$ cat src/rtl/wb_trace_buffer.sv
// wb_trace_buffer: on-chip write-back trace capture for the MIPS pipeline.
// Logs PC and qualifying register writes into a FIFO drained by valid/ready.
module wb_trace_buffer #(
  parameter int          DEPTH      = 16,
  parameter int          CYC_W      = 16,
  parameter int          MAX_CYCLES = 32,
  parameter logic [31:0] REG_MASK   = 32'h03FF_FF00
) (
  input  logic                     clock,
  input  logic                     reset,
  input  logic                     start,
  input  logic                     stop,
  input  logic                     mode,
  input  logic [31:0]              pc,
  input  logic                     wb_valid,
  input  logic [4:0]               wb_addr,
  input  logic [31:0]              wb_data,
  output logic                     rd_valid,
  input  logic                     rd_ready,
  output logic [CYC_W-1:0]         rd_cycle,
  output logic [31:0]              rd_pc,
  output logic                     rd_wb,
  output logic [4:0]               rd_addr,
  output logic [31:0]              rd_data,
  output logic [$clog2(DEPTH):0]   count,
  output logic                     busy,
  output logic                     done,
  output logic                     overflow,
  output logic [15:0]              dropped
);

  localparam int AW = $clog2(DEPTH);

  localparam logic [AW:0] FULL_CNT = (AW+1)'(DEPTH);

  localparam logic [CYC_W-1:0] LAST_CYC =
    CYC_W'(MAX_CYCLES - 1);

  localparam bit LIMITED = (MAX_CYCLES != 0);

  typedef enum logic [1:0] {
    S_IDLE,
    S_RUN,
    S_DONE
  } state_t;

  state_t state;
  state_t state_nx;

  logic [CYC_W-1:0] cyc;

  logic [CYC_W-1:0] mem_cyc  [DEPTH];
  logic [31:0]      mem_pc   [DEPTH];
  logic             mem_wb   [DEPTH];
  logic [4:0]       mem_addr [DEPTH];
  logic [31:0]      mem_data [DEPTH];

  logic [AW-1:0] wptr;
  logic [AW-1:0] rptr;
  logic [AW:0]   cnt;

  logic running;
  logic launch;
  logic last;
  logic qual;
  logic req;
  logic full;
  logic pop;
  logic push;
  logic drop;

  logic [4:0]  rec_addr;
  logic [31:0] rec_data;

  // Control qualifiers shared by the FSM, counters and FIFO.
  always_comb begin
    running  = (state == S_RUN);
    launch   = start && !running;
    last     = LIMITED && (cyc == LAST_CYC);
    qual     = wb_valid && (wb_addr != 5'd0)
               && REG_MASK[wb_addr];
    req      = running && (mode || qual);
    full     = (cnt == FULL_CNT);
    pop      = rd_valid && rd_ready;
    push     = req && (!full || pop);
    drop     = req && full && !pop;
    rec_addr = qual ? wb_addr : 5'd0;
    rec_data = qual ? wb_data : 32'd0;
  end

  // Run-control next state; start beats stop outside RUN.
  always_comb begin
    state_nx = state;
    unique case (state)
      S_IDLE, S_DONE: begin
        if (start) begin
          state_nx = S_RUN;
        end
      end
      S_RUN: begin
        if (stop || last) begin
          state_nx = S_DONE;
        end
      end
      default: begin
        state_nx = S_IDLE;
      end
    endcase
  end

  // Run-control state register.
  always_ff @(posedge clock) begin
    if (reset) begin
      state <= S_IDLE;
    end else begin
      state <= state_nx;
    end
  end

  // Run-relative cycle index; wraps freely when unlimited.
  always_ff @(posedge clock) begin
    if (reset) begin
      cyc <= '0;
    end else if (launch) begin
      cyc <= '0;
    end else if (running) begin
      cyc <= cyc + CYC_W'(1);
    end
  end

  // Drop accounting, cleared at the start of every run.
  always_ff @(posedge clock) begin
    if (reset) begin
      overflow <= 1'b0;
      dropped  <= 16'd0;
    end else if (launch) begin
      overflow <= 1'b0;
      dropped  <= 16'd0;
    end else if (drop) begin
      overflow <= 1'b1;
      if (dropped != 16'hFFFF) begin
        dropped <= dropped + 16'd1;
      end
    end
  end

  // FIFO pointers and occupancy; push+pop at full keeps count.
  always_ff @(posedge clock) begin
    if (reset) begin
      wptr <= '0;
      rptr <= '0;
      cnt  <= '0;
    end else begin
      if (push) begin
        wptr <= wptr + AW'(1);
      end
      if (pop) begin
        rptr <= rptr + AW'(1);
      end
      unique case ({push, pop})
        2'b10:   cnt <= cnt + (AW+1)'(1);
        2'b01:   cnt <= cnt - (AW+1)'(1);
        default: cnt <= cnt;
      endcase
    end
  end

  // Record storage; contents are only observed while count != 0.
  always_ff @(posedge clock) begin
    if (push) begin
      mem_cyc[wptr]  <= cyc;
      mem_pc[wptr]   <= pc;
      mem_wb[wptr]   <= qual;
      mem_addr[wptr] <= rec_addr;
      mem_data[wptr] <= rec_data;
    end
  end

  // Head record presented combinationally, zeroed while empty.
  always_comb begin
    rd_valid = (cnt != '0);
    rd_cycle = '0;
    rd_pc    = 32'd0;
    rd_wb    = 1'b0;
    rd_addr  = 5'd0;
    rd_data  = 32'd0;
    if (rd_valid) begin
      rd_cycle = mem_cyc[rptr];
      rd_pc    = mem_pc[rptr];
      rd_wb    = mem_wb[rptr];
      rd_addr  = mem_addr[rptr];
      rd_data  = mem_data[rptr];
    end
  end

  // Status outputs.
  always_comb begin
    count = cnt;
    busy  = (state == S_RUN);
    done  = (state == S_DONE);
  end

endmodule

$ cat config.mk
export PLATFORM = sky130hd
export DESIGN_NAME = wb_trace_buffer
export DESIGN_NICKNAME = d
export VERILOG_FILES = /design/src/rtl/wb_trace_buffer.sv
export SDC_FILE = /design/constraint.sdc
export NUM_CORES = 1
export LEC_CHECK = 0
export CAP_MARGIN = 20
export CORE_MARGIN = 4
export CORE_UTILIZATION = 38
export CTS_CLUSTER_SIZE = 40
export DETAILED_ROUTE_END_ITERATION = 8
export DONT_BUFFER_PORTS = 1
export PLACE_DENSITY = 0.63
export SLEW_MARGIN = 20
export SYNTH_ARGS = -nofsm -noshare
export SYNTH_HDL_FRONTEND = slang
export SYNTH_SLANG_ARGS = --single-unit
$ cat constraint.sdc
create_clock -name clock -period 25.4 [get_ports clock]
set_input_delay 2.54 -clock clock [delete_from_list [all_inputs] [get_ports clock]]
set_output_delay 2.54 -clock clock [all_outputs]
set_load 0.01 [all_outputs]
==> results of run 1 <==
==> flip-flops by register name (all words and copies together), names as in the netlist, named ones only <==
name and flops:
mem_addr 80, dropped 16, cyc 16, count 5
mem_data 512, mem_pc 512, overflow 1, mem_wb 16
rptr 4, state 2, mem_cyc 256, wptr 4
==> Yosys cell counts, drive strengths merged, types with 9 or more instances <==
cell type  instances  area [µm²]
ha                 9         113
inv               11        41.3
o31ai             12        90.1
buf               34         160
or4               13        97.6
edfxtp          1376       41300
dfxtp             52        1040
xor2              16         140
o21ai             11        55.1
and3              13        87.6
nor2              33         124
nand3             13        70.1
mux4             430        9680
a21oi             24         120
clkbuf            91         342
nand2             16        60.1
and2             135         845
nand4             11        75.1
==> worst register-to-register path: stages (launching register included) <==
cell and delay (ns):
dfxtp_1 0.34, or2b_4 0.35, inv_1 0.18, buf_4 0.30, and3_1 0.30, nand3b_1 0.33
nor2_4 0.78, buf_4 0.94, buf_4 0.61
==> logic make-up after synthesis <==
logic type               after synthesis  synth area share
AO/OA/AOI/OAI                         61           0.00690
XOR/XNOR                              21           0.00335
adder cells (fa/ha/maj)                9           0.00205
buffers and inverters                136           0.00989
flip-flops                          1428             0.771
multiplexers                         434             0.177
AND/OR/NAND/NOR                      268            0.0294
==> cell usage in the layout, fill, tap and decap left out, drive strengths merged, types with 3 or more instances in the layout <==
master | Yosys | routed
a21oi | 24 | 24
a22oi | 4 | 4
and2 | 135 | 135
and3 | 13 | 13
and4 | 5 | 5
buf | 34 | 44
bufinv | 0 | 8
clkbuf | 91 | 185
clkinv | 0 | 58
dfxtp | 52 | 52
diode | 0 | 5
edfxtp | 1376 | 1376
ha | 9 | 9
inv | 11 | 20
mux4 | 430 | 430
nand2 | 16 | 16
nand3 | 13 | 13
nand4 | 11 | 11
nor2 | 33 | 33
nor2b | 4 | 4
nor3 | 3 | 3
nor3b | 4 | 4
nor4 | 5 | 5
o21ai | 11 | 11
o31ai | 12 | 12
or3 | 4 | 4
or4 | 13 | 13
xnor2 | 5 | 5
xor2 | 16 | 16
==> where the power goes <==
group | internal (mW) | switching (mW) | total [mW]
logic | 0.535 | 0.612 | 1.15
clock network | 1.18 | 0.901 | 2.08
registers | 2.59 | 0.0281 | 2.62
==> worst paths after layout <==
path | to | slack, ns | depth (start not counted)
max | rd_pc[13] | 17.02 | 7
min | flop | 0.49 | 2
max reg2reg | mem_pc[6][11]$_DFFE_PP_ | 20.89 | 8
min reg2reg | flop | 0.49 | 2
==> area by class of cell <==
class / instances / area, µm² / share of cell area
sequential: 1428 / 42400 / 0.683
multi-input combinational: 793 / 12100 / 0.195
clock buffer: 185 / 3870 / 0.0624
tap: 1903 / 2380 / 0.0384
clock inverter: 77 / 807 / 0.0130
timing repair buffer: 44 / 450 / 0.00726
inverter: 11 / 41.3 / 0.000665
antenna: 5 / 12.5 / 0.000202
==> per-layer routing <==
metal / GRT usage / vias to the layer above
met5: 0 / -
met4: 0.0491 / 2
met3: 0.0382 / 229
met2: 0.277 / 923
met1: 0.224 / 13400
li1: - / 10200
==> metrics.txt, run 1 <==
final core utilization 0.432; Cells after DPL 4178; post-route met1 wirelength 51300 µm; routed wl met3 8640 µm; setup tns final 0 ns; synthesized flop and latch total 1428; Setup Fix Bufs, Post-CTS 0; Worst path max stage delay 0.89 ns; Setup CP Type reg2out; die width 388 µm; I/O Buffers 0; Hold Crit Start rptr[3]$_SDFFE_PP0N_; CTS Buffer Depth 3; Hold Path Class reg2reg; die area 151000 µm²; Max Cap Viol 0; status completed; GRT Total Usage 0.167; Async S/R FF share, synth 0; Filler cells 12100; worst r2r src state[0]$_SDFFE_PP0P_; static leakage power 18.5 nW; design area 62000 µm²; DRC Markers 0; synthesized area per cell 23.3 µm²; crit path cell chain buf_4 -> buf_12 -> buf_4 -> buf_4 -> mux4_2 -> mux4_2 -> and2_1; final std cells w/o fill 4446; DRT iter0 DRCs 2282; Max Freq 119 MHz; Post-DP Area 57300 µm²; final worst path period share 0.330; clk_lat worst skew 0.78 ns; largest net degree at the start of global routing 153; Final ANT Viol Nets 0; I/O Pins 187; Max-slew headroom 0.293; max-slew violations 0; Setup Skew 0.0318 ns; Total Wirelength 126000 µm; syn_nets 2442; met2 routed wirelength 62900 µm; EDFF count, synth 1376; HPWL after DPL 62700 µm; Mapped Area 54900 µm²; distinct cell type count after synthesis 52; Resized cells post-CTS 0; endpoint class of the critical path primary output; Post-Synthesis Cells 2357; Initial Util 0.382; Syn. warnings 0; Nets 2511; worst vdd ir 0.0963 mV; area added between synthesis and finish 13.0%; vias in the first global route 26300; final worst-path setup slack 17.02 ns; share of cells above drive strength 1 0.281; core area 144000 µm²; crit-path max FO 113; H-tree levels 4; unrepaired setup endpoints after global routing false; top_reg_cell synth edfxtp_1; endpoints failing hold 0; final-report setup violation count 0; # hold bufs at CTS 0; CP bufs+invs 4; Worst Path Arrival 5.84 ns; Place WS 17.53 ns; WHS 0.487 ns; CTS Buf Count 148; Required @ worst endpoint 22.86 ns; post-detailed-route wirelength per cell 28.4 µm; Clock Pin Slew Worst Setup and Hold Paths 0.06 ns; grt ovf 0; Power Total 5.85 mW; first-pass GRT wire length 183000 µm; Rows 139; register area share after synthesis 0.771; DR top layer met5; gp weighted congestion 0.741; Final min period 8.38 ns; DRT Pass-1 Iters 7; Worst Max-Slew Pin Slew 1.06 ns; CTS tree done; CP most frequent cell buf_4; slowest cell on the critical path buf_4; largest delay contributor family on the critical path buffers and inverters; PwrDens 94.2 nW/µm²; vias post-DR 24800; DR vias/cell 5.57; Clock Tree Root clkbuf_16; startpoint types flop; Die Y 388 µm; initial antenna violation count 17; TritonCTS Sinks 1428
(Power assumes the default switching activity.)
==> run 2, diff against run 1 <==
Clock period 25.4 ns to 7.8 ns, I/O delays scaled along.
==> run 2 against run 1 <==
Net effect:
- hold slack lost 0.38 ns
- global-route usage shrank 0.75 points
- sequential share of layout area shrank 0.073 points
- non-clock buffer count shrank 3
- power grew to 3.3 times the previous value
- first-iteration DRC count shrank 11%
- largest cell class unchanged
==> metrics.txt, run 2 (synthesis gave the netlist of run 1 again) <==
Global Route met2 Usage 0.272 (was 0.277); crit path cell chain buf_4 -> buf_4 -> mux4_2 -> mux4_2 -> and2_1 (was buf_4 -> buf_12 -> buf_4 -> buf_4 -> mux4_2 -> mux4_2 -> and2_1); startpoint types flop (unchanged); post-detailed-route wirelength per cell 27.0 µm (was 28.4 µm); largest delay contributor family on the critical path buffers and inverters (unchanged); Filler cells 12000 (was 12100); grt ovf 0 (unchanged); HPWL after DPL 65800 µm (was 62700 µm); final worst-path setup slack 2.96 ns (was 17.02 ns); Die Y 388 µm (unchanged); clk_lat worst skew 0.77 ns (was 0.78 ns); GRT Total Usage 0.160 (was 0.167); share of cells above drive strength 1 0.280 (was 0.281); Worst Path Arrival 4.06 ns (was 5.84 ns); Setup Skew 0.0434 ns (was 0.0318 ns); die area 151000 µm² (unchanged); CTS tree done (unchanged); CP bufs+invs 2 (was 4); final core utilization 0.432 (about the same); biggest regs mem_data: 512 flops, mem_pc: 512 flops, mem_cyc: 256 flops (unchanged); vias in the first global route 26100 (was 26300); R2R setup slack 3.58 ns (was 20.89 ns); DR vias/cell 5.46 (was 5.57); Worst Max-Slew Pin Slew 1.10 ns (was 1.06 ns); final std cells w/o fill 4452 (was 4446); core area 144000 µm² (unchanged); slowest cell on the critical path buf_4 (unchanged); most common cell after layout, fill and taps aside edfxtp_1 (unchanged); Cells after DPL 4176 (was 4178); vias post-DR 24300 (was 24800); Hold Path Class in2reg (was reg2reg); Total Wirelength 120000 µm (was 126000 µm); Post-DP Area 57300 µm² (about the same); Setup Fix Bufs, Post-CTS 0 (unchanged); final worst path period share 0.621; unrepaired setup endpoints after global routing false (unchanged); design area 62100 µm² (was 62000 µm²); setup tns final 0 ns (unchanged); Rows 139 (unchanged); worst vdd ir 0.328 mV (was 0.0963 mV); Resized cells post-CTS 0 (unchanged); endpoint class of the critical path primary output (unchanged); first-pass GRT wire length 179000 µm (was 183000 µm); Initial Util 0.382 (unchanged); Setup CP Type reg2out (unchanged); global route hottest layer met2 (unchanged); Required @ worst endpoint 7.02 ns (was 22.86 ns); max-slew violations 0 (unchanged); Final min period 4.84 ns; PwrDens 307 nW/µm² (was 94.2 nW/µm²); Worst path max stage delay 0.76 ns (was 0.89 ns); initial antenna violation count 18 (was 17); Power Total 19.1 mW (was 5.85 mW); die width 388 µm (unchanged); DRC Markers 0 (unchanged); endpoints failing hold 0 (unchanged); met1 Use GR 0.211 (was 0.224); WHS 0.104 ns (was 0.487 ns); H-tree levels 4 (unchanged); crit-path max FO 59 (was 113); I/O Pins 187 (unchanged); Place WS 3.36 ns (was 17.53 ns); gp weighted congestion 0.778 (was 0.741); CTS Buffer Depth 3 (unchanged); area added between synthesis and finish 13.1% (was 13.0%); Max-slew headroom 0.267 (was 0.293); static leakage power 18.8 nW (was 18.5 nW); CTS Buf Count 149 (was 148); final-report setup violation count 0 (unchanged); Max Cap Viol 0 (unchanged); Clock Tree Root clkbuf_16 (unchanged); I/O Buffers 0 (unchanged); Max Freq 206 MHz; largest net degree at the start of global routing 135 (was 153); DRT Pass-1 Iters 5 (was 7); # hold bufs at CTS 0 (unchanged); Clock Pin Slew Worst Setup and Hold Paths 0.06 ns (about the same); DRT iter0 DRCs 2038 (was 2282); M3 GR Usage 0.0359 (was 0.0382); status completed (unchanged); Final ANT Viol Nets 0 (unchanged); TritonCTS Sinks 1428 (unchanged); most frequent cells in the layout edfxtp_1, mux4_2, clkbuf_16 (unchanged); Nets 2509 (was 2511)
==> run 2: cell types whose count changed in the layout (fill, tap and decap cells not counted), moves of 2 or more <==
cell        previous run  this run
buf_12                 9         5
bufinv_16              8        10
clkbuf_1              34        43
clkinv_1              29        27
clkinv_16              5         7
clkinv_2              20        17
clkinvlp_4             2         8
diode_2                5         2
inv_16                 5         2
==> run 2: where the power goes <==
group / internal [mW] / switching (mW)
Sequential: 8.45 / 0.124
Combinational: 1.75 / 1.89
Clock: 3.93 / 2.94
Total: 14.1 / 4.95
==> run 2: final cells by class <==
class | count | area, µm² | area share
clock buffer | 194 | 3920 | 0.0631
multi-input combinational | 793 | 12100 | 0.195
timing repair buffer | 41 | 398 | 0.00641
clock inverter | 80 | 888 | 0.0143
sequential | 1428 | 42400 | 0.682
antenna | 2 | 5.00 | 0.0000806
inverter | 11 | 41.3 | 0.000665
tap | 1903 | 2380 | 0.0383
==> run 2: routing by layer <==
metal	up-vias	routed length, µm
li1	10200	-
met1	13200	48700
met2	790	61600
met3	181	7550
met4	2	2270
met5	-	12
==> run 2: final timing paths <==
check | cells past startpoint | to | from
worst max register to register | 6 | mem_pc[9][14]$_DFFE_PP_ | state[0]$_SDFFE_PP0P_
worst max-delay path | 5 | rd_data[20] | flop
worst min register to register | 2 | flop | rptr[3]$_SDFFE_PP0N_
worst min-delay path | 0 | mem_pc[13][28]$_DFFE_PP_ | pc[28]
